===== config.mk =====
export PLATFORM = sky130hd
export DESIGN_NAME = tdc_thermo_encoder
export DESIGN_NICKNAME = d
export VERILOG_FILES = /design/src/rtl/tdc_thermo_encoder.sv
export SDC_FILE = /design/constraint.sdc
export NUM_CORES = 1
export LEC_CHECK = 0
export CAP_MARGIN = 20
export CORE_MARGIN = 3
export CORE_UTILIZATION = 25
export CTS_CLUSTER_DIAMETER = 30
export DETAILED_ROUTE_END_ITERATION = 16
export GPL_TIMING_DRIVEN = 0
export PLACE_DENSITY = 0.51
export SLEW_MARGIN = 20
export SYNTH_ARGS = -nofsm -noshare
export SYNTH_HDL_FRONTEND = slang
export SYNTH_SLANG_ARGS = --single-unit

===== constraint.sdc =====
create_clock -name clk -period 3.8 [get_ports clk]
set_input_delay 1.14 -clock clk [delete_from_list [all_inputs] [get_ports clk]]
set_output_delay 1.14 -clock clk [all_outputs]
set_load 0.005 [all_outputs]

===== src/rtl/tdc_thermo_encoder.sv =====
// rtl/tdc_thermo_encoder.sv - carry-chain thermometer sampler, bubble corrector and fine/coarse timestamp encoder
module tdc_thermo_encoder #(
  parameter int N        = 32,
  parameter int FINE_W   = 6,
  parameter int COARSE_W = 16
) (
  input  logic                clk,
  input  logic                clrn,
  input  logic [N-1:0]        thermo,
  input  logic                enable,
  output logic                valid,
  output logic [FINE_W-1:0]   fine,
  output logic [COARSE_W-1:0] coarse,
  output logic                overflow,
  output logic [15:0]         hit_count
);

  // S0 sync stage and hit detect
  logic [N-1:0]        t0_q, t0_d;
  logic                prev0_q, prev0_d;
  logic                arm_q, arm_d;
  logic                hit;

  // free-running coarse counter
  logic [COARSE_W-1:0] cnt_q, cnt_d;

  // S1 bubble-corrected word
  logic [N-1:0]        c_q, c_d;
  logic                hit_s1_q, hit_s1_d;
  logic [COARSE_W-1:0] coarse_s1_q, coarse_s1_d;

  // S2 encoded edge position
  logic [FINE_W-1:0]   fine_s2_q, fine_s2_d;
  logic                ovf_s2_q, ovf_s2_d;
  logic                hit_s2_q, hit_s2_d;
  logic [COARSE_W-1:0] coarse_s2_q, coarse_s2_d;

  // S3 registered outputs
  logic                valid_q, valid_d;
  logic [FINE_W-1:0]   fine_q, fine_d;
  logic [COARSE_W-1:0] coarse_q, coarse_d;
  logic                overflow_q, overflow_d;
  logic [15:0]         hit_count_q, hit_count_d;

  // t0 with the virtual taps: t0[-1] = 1 below, t0[N] = 0 above
  logic [N+1:0]        t0_ext;

  // S0 next state: arm_q keeps prev0 high for the first edge after reset,
  // so a chain already high at release does not look like a rising edge
  always_comb begin
    t0_d    = thermo;
    prev0_d = arm_q ? t0_q[0] : 1'b1;
    arm_d   = 1'b1;
    cnt_d   = cnt_q + COARSE_W'(1);
    hit     = enable & t0_q[0] & ~prev0_q;
  end

  // S1 next state: 3-tap majority vote removes single-tap bubbles
  always_comb begin
    t0_ext      = {1'b0, t0_q, 1'b1};
    c_d         = '0;
    for (int i = 0; i < N; i++) begin
      c_d[i] = (t0_ext[i] & t0_ext[i+1]) | (t0_ext[i] & t0_ext[i+2]) |
               (t0_ext[i+1] & t0_ext[i+2]);
    end
    hit_s1_d    = hit;
    coarse_s1_d = hit ? cnt_q : coarse_s1_q;
  end

  // S2 next state: lowest zero wins, surviving islands above it are ignored
  always_comb begin
    fine_s2_d = FINE_W'(N);
    ovf_s2_d  = 1'b1;
    for (int i = N - 1; i >= 0; i--) begin
      if (!c_q[i]) begin
        fine_s2_d = FINE_W'(i);
        ovf_s2_d  = 1'b0;
      end
    end
    hit_s2_d    = hit_s1_q;
    coarse_s2_d = coarse_s1_q;
  end

  // S3 next state: load outputs on a hit, otherwise hold and drop valid
  always_comb begin
    valid_d     = hit_s2_q;
    fine_d      = fine_q;
    coarse_d    = coarse_q;
    overflow_d  = overflow_q;
    hit_count_d = hit_count_q;
    if (hit_s2_q) begin
      fine_d      = fine_s2_q;
      coarse_d    = coarse_s2_q;
      overflow_d  = ovf_s2_q;
      hit_count_d = hit_count_q + 16'd1;
    end
  end

  // S0 registers and coarse counter
  always_ff @(posedge clk or negedge clrn) begin
    if (!clrn) begin
      t0_q    <= '0;
      prev0_q <= 1'b1;
      arm_q   <= 1'b0;
      cnt_q   <= '0;
    end else begin
      t0_q    <= t0_d;
      prev0_q <= prev0_d;
      arm_q   <= arm_d;
      cnt_q   <= cnt_d;
    end
  end

  // S1 and S2 pipeline registers
  always_ff @(posedge clk or negedge clrn) begin
    if (!clrn) begin
      c_q         <= '0;
      hit_s1_q    <= 1'b0;
      coarse_s1_q <= '0;
      fine_s2_q   <= '0;
      ovf_s2_q    <= 1'b0;
      hit_s2_q    <= 1'b0;
      coarse_s2_q <= '0;
    end else begin
      c_q         <= c_d;
      hit_s1_q    <= hit_s1_d;
      coarse_s1_q <= coarse_s1_d;
      fine_s2_q   <= fine_s2_d;
      ovf_s2_q    <= ovf_s2_d;
      hit_s2_q    <= hit_s2_d;
      coarse_s2_q <= coarse_s2_d;
    end
  end

  // S3 output registers
  always_ff @(posedge clk or negedge clrn) begin
    if (!clrn) begin
      valid_q     <= 1'b0;
      fine_q      <= '0;
      coarse_q    <= '0;
      overflow_q  <= 1'b0;
      hit_count_q <= '0;
    end else begin
      valid_q     <= valid_d;
      fine_q      <= fine_d;
      coarse_q    <= coarse_d;
      overflow_q  <= overflow_d;
      hit_count_q <= hit_count_d;
    end
  end

  assign valid     = valid_q;
  assign fine      = fine_q;
  assign coarse    = coarse_q;
  assign overflow  = overflow_q;
  assign hit_count = hit_count_q;

endmodule

After elaboration in Yosys (flattened, before gate mapping)

Index checks and enable logic that the tools add are counted.

Memory bits (writable): 0
Memories kept: 0
Bits in latches: 0
Output and inout bits: 40
Bits in read-only memories: 0
Register bits after elaboration: 163
Bits of input ports: 35
Word-level logic and storage cells: 209

Bitwise logic cells: 126
Equal/unequal tests: 0
Div/mod/pow operators: 0
$mul: 0
Muxes and demuxes: 65
Reduce and logical (&&, ||, !) cells: 0
Shifts and indexed selects: 0
Magnitude comparators: 0
$add $sub $neg: 2

Operator list:

| cell                    | number |
|---|---|
| $mux W6                 | 32 |
| $and A1 B1 Y1           | 63 |
| $or A1 B1 Y1            | 62 |
| $mux W1                 | 33 |
| $add A16 B1 Y16 const B | 2 |
| $not A1 Y1              | 1 |

Logic depth before layout (Yosys ltp)

Gate-level depths: netlist of run 1.

Word-level depth: 32
Depth in mapped cells: 6
Gate-level depth less buffers: 5

Worst setup path before layout of run 1

OpenSTA, ideal clock, no wires.

Path type: input port to flip-flop
Start point: input port enable
End point: register coarse_s1_q[12]
Required time: 3.735 ns
Path buffers: 1
Stages: 5
Setup time: 0.065 ns
Setup slack: 1.918 ns
Data arrival time: 1.817 ns
Cell sequence: nand3b_1 inv_1 buf_2 nand2_1 nand2_1

Longest elaborated chain between the ends: 2

RTL lines:

| item                        | RTL line | source |
|---|---|---|
| start: declaration          | 10       | `input logic enable,` |
| $and A1 B1 Y1 (2 in series) | 55       | `hit = enable & t0_q[0] & ~prev0_q;` |
| via hit                     | 22       | `logic hit;` |
| end signal: assignment      | 127      | `coarse_s1_q <= coarse_s1_d;` |
| end: declaration            | 30       | `logic [COARSE_W-1:0] coarse_s1_q, coarse_s1_d;` |

The timed path passes the listed nets, and every way through them passes these cells.
A chain may end at the register's enable or synchronous reset.

Worst setup path in the final report of run 1

Start point: register hit_count_q[0] (netlist: hit_count[0])
End point: output port hit_count[0]

RTL lines:

| item                     | RTL line | source |
|---|---|---|
| start: declaration       | 43       | `logic [15:0] hit_count_q, hit_count_d;` |
| start signal: assignment | 148      | `hit_count_q <= hit_count_d;` |
| end: declaration         | 15       | `output logic [15:0] hit_count` |

No word-level cell between the ends.

==> run metrics, run 1 <==
f_max=between 300 and 400 MHz; largest net degree at the start of global routing=86; Critical Path Slowest Stage Cell=clkdlybuf4s50_1; Post-Layout Inst Area=between 7000 and 8000 µm²; Hold Slack=between 0.3 and 0.4 ns; internal cell power=3040 µW; commonest register cell after synthesis=dfrtp_1; Critical Path RT=between 2 and 3 ns; FP Rows=54; RSZ-0062 raised after global routing=no; sequential fraction of the synthesis area=a little over two thirds; Psw=~880 µW; postcts setup bufs=0; Hold Buf Count CTS=0; outcome=complete, no violations; worst rel slew slack=between 50% and 60%; # H-tree levels=4; Gate Count Post-Synth=~420; area of the mapped netlist=~5800 µm²; Initial Util=roughly 26%; Num CTS Buffers=17; Port Buffer Count=74; FF-to-FF End=fine_s2_q[0]$_DFF_PN0_; Worst Setup Path Type=flip-flop to primary output; Worst setup startpoint=hit_count[0]$_DFFE_PN0P_; synth unique cells=between 40 and 50; Comb power frac=under 10%; Vias/cell=4.14; Post-DP Area=between 6000 and 7000 µm²; count leader, synth=dfrtp_1; Final Instance Count excl. Fillers=between 800 and 900; clk buf depth=2; vias in the first global route=3657; Max FO, Critical Path=6; Worst Path Arrival=1.46 ns; most frequent cells after synthesis=160 x dfrtp_1, 68 x nand2_1, 30 x maj3_1; delay-heaviest family, CP=buffers and inverters; Pre-antenna DRT Iters=4; Seq cells post-synth=about 160; cts repair resizes=0; HP Class=flip-flop to flip-flop; largest cells by area after synthesis=dfrtp_1 69%, maj3_1 5.2%, mux2_2 4.5%; core area=between 20000 and 25000 µm²; Tot GR Track Use=9.15%; DR WL/cell=between 10 and 15 µm; Reg power frac=between 40% and 50%; DP Wirelength=between 7000 and 8000 µm; final hold vios=0; Post-layout nets=~550; worst r2r src=c_q[31]$_DFF_PN0_; die width=roughly 160 µm; Clock Sinks=161; Slew @ Worst Pin=just under 0.6 ns; Setup crit end kind=primary output; post-synthesis async set-or-reset flop share=100%; TNS Setup=0 ns; CP peak stage delay=0.56 ns; via count=around 3300; # DRC=0; I/O pins=75; post-layout min period=approximately 2.6 ns; final setup fails=0; wirelength, routed=~10000 µm; switching share of power=22.5%; crit path to=hit_count[0]; Mapped Nets=between 400 and 500; Skew-Pair Late Insertion Delay=slightly above 0.4 ns; Worst setup SP type=flip-flop; share of cells above drive strength 1=approximately 14%; P per Cell Area=~520 nW/µm²; crit share post-route=around two thirds; area added between synthesis and finish=29.7%; first-pass GRT wire length=~18000 µm; Yosys top cell area share=a little over two thirds; # diodes=0; worst hold stages=0; die area=24900 µm²; Clock Tree Root=clkbuf_16; Post-synth EDFFs=0; maxcap violations=0; initial antenna violation count=0; Buf/Inv on CP=1; worst reg-to-reg setup slack=2.10 ns; clock slew at reported path FFs=around 0.06 ns; Synthesis Warnings=0; cells on worst reg2reg path=5; dpl cells=771; maximum VDD drop=0.197 mV; gpl congestion=0.747; CP Depth=1; chip height=about 160 µm; Starting DRT DRC Count=between 100 and 150; clock group share of total power=between 40% and 50%; Antenna Nets Post-Route=0; Clock Skews=roughly 0.010 ns; CTS tree=built; synthesized area per cell=13.9 µm²; largest area contributor in the netlist=dfrtp_1; Remaining Overflow, GRT=0; Max Slew Vio Count=0; Critical Path, Cell by Cell=clkdlybuf4s50_1; Leak Pwr=0.00335 µW
-- power by group through the flow --
stage	Sequential [µW]	Clock [µW]	Combinational (µW)
finish	1930	1710	289
global route	1940	1830	323
CTS	1930	1760	298
detailed placement	1960	0	297
global placement	1950	0	284
floorplan	1940	0	104
-- kinds of logic (layout without fill, tap and decap cells) --
family | count (synthesis) | count (layout) | share of synthesized area (%)
other | 1 | 1 | 0.0651
AND/OR/NAND/NOR | 132 | 132 | 11.8
adder cells (fa/ha/maj) | 32 | 32 | 5.65
buffers and inverters | 16 | 122 | 1.24
AO/OA/AOI/OAI | 22 | 22 | 2.43
multiplexers | 23 | 23 | 4.50
XOR/XNOR | 29 | 29 | 4.41
flip-flops | 161 | 161 | 69.9
-- worst min-delay path by stage --
stage	from	end	slack [ns]
3_5_place_dp	hit_s1_q$_DFF_PN0_	hit_s2_q$_DFF_PN0_	0.34
5_1_grt	hit_s1_q$_DFF_PN0_	hit_s2_q$_DFF_PN0_	0.37
3_3_place_gp	hit_s1_q$_DFF_PN0_	hit_s2_q$_DFF_PN0_	0.33
2_1_floorplan	hit_s1_q$_DFF_PN0_	hit_s2_q$_DFF_PN0_	0.33
4_1_cts	hit_s1_q$_DFF_PN0_	hit_s2_q$_DFF_PN0_	0.35
6_report	hit_s1_q$_DFF_PN0_	hit_s2_q$_DFF_PN0_	0.35
-- cells in the final DEF, fill, tap and decap left out, types with 6 or more instances in the layout --
| cell | count |
|---|---|
| maj3_1 | 30 |
| xor2_1 | 10 |
| nor2_1 | 9 |
| nand2_1 | 68 |
| clkbuf_16 | 17 |
| nand3_1 | 13 |
| dfrtp_1 | 160 |
| inv_1 | 10 |
| o21ai_0 | 6 |
| mux2_2 | 23 |
| clkdlybuf4s50_1 | 73 |
| nand4_1 | 14 |
| xnor2_1 | 19 |
-- per-stage QoR --
stage          utilization, %  worst slack [ns]  total power (µW)
3_3_place_gp             30.8             -4.64              2240
6_report                 33.6              1.20              3920
2_1_floorplan               -              1.92              2040
4_1_cts                  33.6              1.17              3990
3_5_place_dp             31.0              1.12              2250
5_1_grt                  33.6              1.14              4100
-- registers in the layout, indices dropped and copies added (netlist names) --
signal	count
t0_q	32
cnt_q	16
coarse	16
hit_s1_q	1
hit_s2_q	1
fine_s2_q	6
hit_count	16
prev0_q	1
coarse_s1_q	16
c_q	32
arm_q	1
valid	1
coarse_s2_q	16
fine	6
-- area by class of cell --
class | instances | area [µm²]
flip-flops and latches | 161 | 4030
plain buffers | 6 | 33.8
clock inverters | 12 | 156
multi-input cells | 239 | 1660
inverters | 10 | 37.5
clock buffers | 19 | 433
repair buffers | 75 | 773
fillers | 2162 | 14800
well taps | 280 | 350
-- metal layers --
metal	track usage [%]	up-vias	wire length (µm)
li1	-	1609	-
met5	0	-	0
met3	2.38	17	336
met1	11.9	1638	5020
met4	4.59	0	236
met2	14.2	58	4800
No activity file was read; power rests on OpenSTA's default activity.
==> run 2, diff against run 1 <==
- PLACE_DENSITY: 0.51 -> 0.53
- clock period: 3.8 -> 2.21 ns (I/O delays scaled with it)
==> run metrics, run 2 (same netlist as run 1, synthesis figures left out) <==
die area=approximately 25000 µm²; maximum VDD drop=0.357 mV; Total Power=~6800 µW; final setup fails=0; RSZ-0062 raised after global routing=no; # diodes=0; clk buf depth=2; Vias/cell=between 4 and 5; commonest non-fill, non-tap cell in the layout=dfrtp_1; wirelength, routed=between 10000 and 15000 µm; DR WL met2=just under 5000 µm; Leak Pwr=approximately 0.0033 µW; Max Slew Vio Count=0; Critical Path RT=~1.6 ns; FP Rows=54; die width=between 150 and 200 µm; Antenna Nets Post-Route=0; initial antenna violation count=0; Port Buffer Count=74; Worst Setup Path Type=flip-flop to primary output; CP peak stage delay=~0.56 ns; HP Class=input port to async pin; Setup crit end kind=primary output; outcome=complete, no violations; Clock Tree Root=clkbuf_16; clock slew at reported path FFs=around 0.060 ns; wl on met1=slightly below 5000 µm; area added between synthesis and finish=30.2%; first-pass GRT wire length=approximately 17000 µm; via count=~3300; share of cells above drive strength 1=14.7%; Starting DRT DRC Count=79; f_max=between 400 and 500 MHz; Slew @ Worst Pin=around 0.48 ns; Clock Skews=approximately 0.010 ns; CTS tree=built; Post-layout nets=~550; Post-Layout Inst Area=~7500 µm²; gpl congestion=0.717; top sig layer=met4; Clock Sinks=around 160; delay-heaviest family, CP=buffers and inverters; Max FO, Critical Path=6; Worst Path Arrival=between 1 and 1.5 ns; TNS Setup=0 ns; dpl cells=roughly 770; Worst setup SP type=flip-flop; Post-DP Area=just under 7000 µm²; Initial Util=between 20 and 30%; DP Wirelength=7390 µm; Skew-Pair Late Insertion Delay=between 0.4 and 0.5 ns; Critical Path, Cell by Cell=clkdlybuf4s50_1; crit share post-route=95.8%; largest net degree at the start of global routing=99; Largest regs=c_q (32), t0_q (32); Critical Path Slowest Stage Cell=clkdlybuf4s50_1; most frequent cells in the layout=159 x dfrtp_1, 73 x clkdlybuf4s50_1, 68 x nand2_1; maxcap violations=0; Pre-antenna DRT Iters=4; Final Instance Count excl. Fillers=approximately 800; post-layout min period=roughly 2.1 ns; final hold vios=0; chip height=about 160 µm; # DRC=0; Buf/Inv on CP=1; core area=about 22000 µm²; vias in the first global route=roughly 3500; # H-tree levels=4; worst rel slew slack=between 60% and 70%; Remaining Overflow, GRT=0; Num CTS Buffers=17; wire length on met3=316 µm; P per Cell Area=909 nW/µm²; DR WL/cell=~13 µm; Tot GR Track Use=8.83%; fillers=about 2200; I/O pins=between 70 and 80
==> run 2: where the power goes <==
part           internal [µW]  switching, µW
registers               3150            169
clock network           1830           1190
logic                    300            189
total                   5270           1550
==> run 2: layout make-up <==
cell class / count / area [µm²] / area share [%]
flip-flops and latches: 161 / 4030 / 53.7
multi-input cells: 239 / 1660 / 22.1
repair buffers: 75 / 773 / 10.3
clock buffers: 19 / 443 / 5.90
well taps: 280 / 350 / 4.67
clock inverters: 13 / 174 / 2.32
inverters: 10 / 37.5 / 0.500
plain buffers: 6 / 33.8 / 0.450
==> run 2: stage by stage <==
step                      hold WS [ns]  setup slack [ns]  utilization [%]
after CTS                        0.186            0.0308             33.7
after global routing             0.203            0.0159             33.8
after detailed placement         0.338           -0.0259             31.0
final                            0.165            0.0923             33.8
after floorplan                  0.331             0.805                -
after global placement           0.333             -5.67             30.8
==> run 2: final timing paths <==
path / to / from / cells after the start / slack (ns)
setup / recovery: hit_count[1] / hit_count[1]$_DFFE_PN0P_ / 1 / 0.09
hold / removal: t0_q[20]$_DFF_PN0_ / clrn / 1 / 0.16
setup reg to reg: fine_s2_q[0]$_DFF_PN0_ / c_q[11]$_DFF_PN0_ / 5 / 0.61
hold reg to reg: hit_s2_q$_DFF_PN0_ / hit_s1_q$_DFF_PN0_ / 0 / 0.34
max in group asynchronous: coarse_s1_q[14]$_DFFE_PN0P_ / clrn / 2 / 1.17
min in group clk: hit_s2_q$_DFF_PN0_ / hit_s1_q$_DFF_PN0_ / 0 / 0.34
==> run 2: what timing repair did <==
item	in CTS	in global routing
hold buffers	0	0
setup buffers	0	0
resized for setup	0	1
endpoints found under the setup margin	0	1
==> run 2: routing by layer <==
layer  track usage, %  vias up
li1                 -     1607
met5                0        -
met1             11.5     1669
met3             2.46       16
met4             3.97        0
met2             13.7       52
